<file path="src/rtl/display_pkg.sv">
// Shared types, segment decode table and width helper for the display scan driver.
package display_pkg;

   typedef logic [6:0] seg_t;

   // Active-high {g,f,e,d,c,b,a} patterns for hex digits 0..F.
   localparam seg_t SEG_LUT [16] = '{
      7'b0111111, 7'b0000110, 7'b1011011, 7'b1001111,
      7'b1100110, 7'b1101101, 7'b1111101, 7'b0000111,
      7'b1111111, 7'b1101111, 7'b1110111, 7'b1111100,
      7'b0111001, 7'b1011110, 7'b1111001, 7'b1110001
   };

   function automatic int unsigned clog2_min1(input int unsigned n);
      return (n <= 1) ? 1 : $clog2(n);
   endfunction

endpackage

</file>
<file path="src/rtl/hex_to_7seg.sv">
// Combinational hex nibble to active-high 7-segment pattern.
module hex_to_7seg
   import display_pkg::*;
(
   input  logic [3:0] nibble_i,
   output seg_t       seg_o
);

   always_comb begin
      seg_o = SEG_LUT[nibble_i];
   end

endmodule

</file>
<file path="src/rtl/display_scan_mux.sv">
// Time-multiplexed common-anode 7-segment driver: shadow-latched nibbles, prescaled
// digit scan, per-digit blanking/decimal point and an anode dead-time at slot start.
module display_scan_mux
   import display_pkg::*;
#(
   parameter int unsigned N_DIGITS    = 4,
   parameter int unsigned REFRESH_DIV = 27000,
   parameter int unsigned DEAD_CYC    = 2,
   parameter bit          ACTIVE_LOW  = 1'b1
) (
   input  logic                  clk,
   input  logic                  rst,
   input  logic                  load_i,
   input  logic [4*N_DIGITS-1:0] data_i,
   input  logic [N_DIGITS-1:0]   blank_i,
   input  logic [N_DIGITS-1:0]   dp_i,
   output logic [6:0]            seg_o,
   output logic                  dp_o,
   output logic [N_DIGITS-1:0]   an_o,
   output logic                  frame_o
);

   localparam int unsigned IDX_W = clog2_min1(N_DIGITS);
   localparam int unsigned PRE_W = clog2_min1(REFRESH_DIV);

   localparam logic [IDX_W-1:0]    LAST_IDX = IDX_W'(N_DIGITS - 1);
   localparam logic [PRE_W-1:0]    LAST_PRE = PRE_W'(REFRESH_DIV - 1);
   localparam logic [PRE_W-1:0]    DEAD_END = PRE_W'(DEAD_CYC);
   localparam seg_t                SEG_POL  = {7{ACTIVE_LOW}};
   localparam logic [N_DIGITS-1:0] AN_POL   = {N_DIGITS{ACTIVE_LOW}};

   logic [PRE_W-1:0]      presc_q, presc_d;
   logic [IDX_W-1:0]      idx_q, idx_d;
   logic [4*N_DIGITS-1:0] data_sh_q, data_sh_d;
   logic [N_DIGITS-1:0]   blank_sh_q, blank_sh_d;
   logic [N_DIGITS-1:0]   dp_sh_q, dp_sh_d;
   seg_t                  seg_out_q, seg_out_d;
   logic                  dp_out_q, dp_out_d;
   logic [N_DIGITS-1:0]   an_out_q, an_out_d;
   logic                  frame_q, frame_d;

   logic [3:0]            cur_nib;
   logic                  cur_blank;
   logic                  cur_dp;
   logic [N_DIGITS-1:0]   an_act;
   seg_t                  cur_seg;

   // Prescaler, digit index and shadow registers.
   always_comb begin
      presc_d = presc_q + 1'b1;
      idx_d   = idx_q;
      frame_d = 1'b0;
      if (presc_q == LAST_PRE) begin
         presc_d = '0;
         frame_d = (idx_q == LAST_IDX);
         idx_d   = (idx_q == LAST_IDX) ? '0 : idx_q + 1'b1;
      end

      data_sh_d  = load_i ? data_i  : data_sh_q;
      blank_sh_d = load_i ? blank_i : blank_sh_q;
      dp_sh_d    = load_i ? dp_i    : dp_sh_q;
   end

   // Constant-index compare avoids a variable part-select on the shadow word.
   always_comb begin
      cur_nib   = '0;
      cur_blank = 1'b1;
      cur_dp    = 1'b0;
      an_act    = '0;
      for (int unsigned k = 0; k < N_DIGITS; k++) begin
         if (idx_q == IDX_W'(k)) begin
            cur_nib   = data_sh_q[4*k +: 4];
            cur_blank = blank_sh_q[k];
            cur_dp    = dp_sh_q[k];
            an_act[k] = 1'b1;
         end
      end
      if (presc_q < DEAD_END) begin
         an_act = '0;
      end
   end

   hex_to_7seg u_dec (
      .nibble_i (cur_nib),
      .seg_o    (cur_seg)
   );

   // Segments pre-charge during the dead time; only the anodes are held off.
   always_comb begin
      seg_out_d = (cur_blank ? 7'b0000000 : cur_seg) ^ SEG_POL;
      dp_out_d  = (cur_dp & ~cur_blank) ^ ACTIVE_LOW;
      an_out_d  = an_act ^ AN_POL;
   end

   always_ff @(posedge clk) begin
      if (rst) begin
         presc_q    <= '0;
         idx_q      <= '0;
         data_sh_q  <= '0;
         blank_sh_q <= '1;
         dp_sh_q    <= '0;
         seg_out_q  <= SEG_POL;
         dp_out_q   <= ACTIVE_LOW;
         an_out_q   <= AN_POL;
         frame_q    <= 1'b0;
      end else begin
         presc_q    <= presc_d;
         idx_q      <= idx_d;
         data_sh_q  <= data_sh_d;
         blank_sh_q <= blank_sh_d;
         dp_sh_q    <= dp_sh_d;
         seg_out_q  <= seg_out_d;
         dp_out_q   <= dp_out_d;
         an_out_q   <= an_out_d;
         frame_q    <= frame_d;
      end
   end

   assign seg_o   = seg_out_q;
   assign dp_o    = dp_out_q;
   assign an_o    = an_out_q;
   assign frame_o = frame_q;

endmodule
</file>
<file path="config.mk">
export PLATFORM = sky130hd
export DESIGN_NAME = display_scan_mux
export DESIGN_NICKNAME = d
export VERILOG_FILES = /design/src/rtl/display_pkg.sv /design/src/rtl/hex_to_7seg.sv /design/src/rtl/display_scan_mux.sv
export SDC_FILE = /design/constraint.sdc
export NUM_CORES = 1
export LEC_CHECK = 0
export CORE_AREA = 2 2 79 81
export DETAILED_ROUTE_END_ITERATION = 10
export DIE_AREA = 0 0 81 83
export PLACE_DENSITY = 0.7
export SYNTH_ARGS = -nofsm -noshare
export SYNTH_HDL_FRONTEND = slang
export SYNTH_SLANG_ARGS = --single-unit
export TNS_END_PERCENT = 5
</file>
<file path="constraint.sdc">
create_clock -name clk -period 5.7 [get_ports clk]
set_input_delay 1.71 -clock clk [delete_from_list [all_inputs] [get_ports clk]]
set_output_delay 1.71 -clock clk [all_outputs]
set_load 0.005 [all_outputs]
</file>
==> impl_metrics.tcl <==
set metrics [dict create \
    criticalPathCategory "input port to register" \
    wirelength_mm 4.71 \
    ant_nets 0 \
    port-buffer-count 39 \
    cts_tree "done" \
    tightest_slew_ns 0.567 \
    reg2reg_slack_ns 3.04 \
    floorplan.initialDensity_pct 41.8 \
    nNetsFinal 332 \
    die_x_um 81 \
    hold_path.class "register to register" \
    track_usage_pct 15.4 \
    grt-ovfl-total 0 \
    ff2ff_path_depth 9 \
    die_y_um 83 \
    path_clk_slew_ns 0.09 \
    first_iter_violations 104 \
    final_layout_size_suffix_gt1_share_pct 7.12 \
    fillers 551 \
    async_reset_ff_share_pct 0 \
    h-tree-depth 2 \
    area_delta_synth_final_pct 22.2 \
    yosysSeqAreaShare_pct 44.4 \
    worstHoldStart "presc_q[0]" \
    yosys_warnings 0 \
    min_path_cells 1 \
    ir_drop_mv 0.156 \
    area.sequential_um2 1080 \
    antenna_found_initial 0 \
    r2r_end "seg_o[5]" \
    status "complete, no violations" \
    first_pass_iters 4 \
    cts-root-buf "clkbuf_8" \
    hold-worst-slack_ns 0.451 \
    slew_headroom_pct 62.2 \
    max-cap-violations 0 \
    clockBufferDepth 2 \
    clock-sinks 54 \
    final-setup-viol-count 0 \
    required_ns 5.85 \
    rsz0062_at_grt "false" \
    fin_crit_sh_pct 51.7 \
    synth_enable_flop_cells 0 \
    vias_per_cell 4.95 \
    cts_setup_buffers 0 \
    ys_types 44 \
    finalNonFillerCells 370 \
    vias 1832 \
    skew_ns 0.00776 \
    power_density_nw_per_um2 234 \
    cts-buffers-inserted 5 \
    num_antenna_cells 0 \
    multiInputGateArea_um2 1260 \
    wire_per_inst_um 12.7 \
    syn-cell-area_um2 2430 \
    hold_path_end "presc_q[0]" \
    startpoint_type "input port" \
    pre_cts_ws_ns 2.44 \
    ys_seq_elements 54 \
    final-hold-violation-count 0 \
    design_area_um2 2970 \
    gp_congestion 0.847 \
    drcViolationCount 0 \
    first_global_vias 1881 \
    avgSynthCellArea_um2 9.51 \
    place_hpwl_mm 3.46 \
    arrival_ns 3.10 \
    cts_hold_buf 0 \
    cts_resized 0 \
    slew_violations 0 \
    post-route-min-period_ns 2.95 \
    pin_count 40 \
    synthFlopType "dfxtp_1" \
    grt_pass1_wl_mm 8.29 \
    dieArea_um2 6720 \
    r2r-start "idx_q[0]" \
    rows 28 \
    dp_cells 362 \
    syn_inst 256 \
    placed_area_um2 2880 \
    leakage_nw 1.17 \
    critPathMaxFanout 31 \
    core_area_um2 5820 \
    grt_max_degree 32 \
    max_freq_mhz 339 \
    clk_latency_ns 0.30 \
    setup_ws_ns 2.75 \
    endpoint_kind "register" \
    syn_nets 294 \
    tns_ns 0 \
]
-- per-stage QoR --
step / total power, mW / utilization (%)
after floorplan: 0.455 / -
after global placement: 0.489 / 49.6
after detailed placement: 0.490 / 49.6
after CTS: 0.706 / 51.1
after global routing: 0.730 / 51.1
final: 0.695 / 51.1
-- state kept, by name, summed over array words and instances, names as in the netlist --
register / cells
an_o: 4
blank_sh_q: 4
data_sh_q: 16
dp_o: 1
dp_sh_q: 4
frame_o: 1
idx_q: 2
presc_q: 15
seg_o: 7
-- per-layer routing --
layer  vias to the layer above  global-route usage (%)  part of all wire (%)  wire length [µm]
met4                         0                    4.31                   1.3                60
met1                       843                    18.3                    46              2160
met3                         6                    3.59                   3.8               180
met5                         -                       0                     0                 0
met2                        32                    27.0                    49              2310
li1                        951                       -                     -                 -
-- critical path, cell delays in order --
cell             delay (ns)
clkdlybuf4s50_1        0.39
buf_4                  0.24
a211o_1                0.27
o32ai_2                0.27
o221ai_1               0.22
-- worst max path at each step --
| stage | startpoint | to | slack, ns | cells after the start |
|---|---|---|---|---|
| CTS | rst | seg_o[4] | 2.77 | 5 |
| global route | rst | seg_o[4] | 2.63 | 5 |
| global placement | rst | seg_o[4] | 2.46 | 5 |
| finish | rst | seg_o[4] | 2.75 | 5 |
| detailed placement | rst | seg_o[4] | 2.44 | 5 |
| floorplan | load_i | data_sh_q[0] | 2.98 | 4 |
-- Yosys cell counts (all sizes together) (2+ instances only) --
cell type,instances,share of area (%)
xnor2,4,1.4
dfxtp,54,44
inv,8,1.2
nand2b,2,0.82
mux2,2,0.93
o21ai,3,0.62
a2bb2o,2,0.82
a31oi,2,0.51
nand3b,5,1.5
a311oi,2,0.72
and3,2,0.51
nor3,8,1.6
nand3,7,2.0
nand2,22,3.4
clkbuf,2,0.31
ha,11,5.7
nor2b,7,1.8
nor3b,4,1.2
xor2,9,3.2
buf,10,2.4
or4,2,0.77
o221ai,2,0.72
o211ai,2,0.62
a211o,5,1.8
nor2,42,6.8
mux2i,23,9.5
a21oi,4,0.82
-- cells by family after synthesis --
logic type      after synthesis  share of synthesized area (%)
buf+inv                      20                           3.91
mux                          25                           10.4
fa+ha+maj                    11                           5.66
flops                        54                           44.4
xor+xnor                     13                           4.68
simple gates                105                           21.6
compound gates               28                           9.31
-- cells in the final DEF (no fill, tap or decap), types with 2 or more instances in the layout --
| master | instances |
|---|---|
| dfxtp_1 | 54 |
| nor2_1 | 41 |
| clkdlybuf4s50_1 | 39 |
| mux2i_1 | 23 |
| nand2_1 | 22 |
| ha_1 | 11 |
| xor2_1 | 9 |
| inv_1 | 8 |
| nor3_1 | 8 |
| nor2b_1 | 7 |
| nand3_1 | 6 |
| clkbuf_8 | 6 |
| nand3b_1 | 5 |
| a211o_1 | 5 |
| nor3b_1 | 4 |
| a21oi_1 | 4 |
| xnor2_1 | 4 |
| buf_4 | 4 |
| o21ai_0 | 2 |
| a31oi_1 | 2 |
| and3_1 | 2 |
| a2bb2o_1 | 2 |
| a311oi_1 | 2 |
| mux2_2 | 2 |
| o211ai_1 | 2 |
| o221ai_1 | 2 |
-- power breakdown --
part / leakage, nW / switching (mW) / internal (mW) / total (mW)
combinational: 0.680 / 0.0348 / 0.0460 / 0.0807
clock: 0.0482 / 0.116 / 0.0982 / 0.214
sequential: 0.442 / 0.00771 / 0.392 / 0.400
-- area by class of cell --
| class | instances | share of cell area (%) |
|---|---|---|
| multi-input cells | 182 | 42.3 |
| flip-flops and latches | 54 | 36.3 |
| repair buffers | 43 | 14.1 |
| well taps | 75 | 3.16 |
| clock buffers | 7 | 2.90 |
| inverters | 8 | 1.01 |
| clock inverters | 1 | 0.168 |
Power figures use the tool's default switching activity.
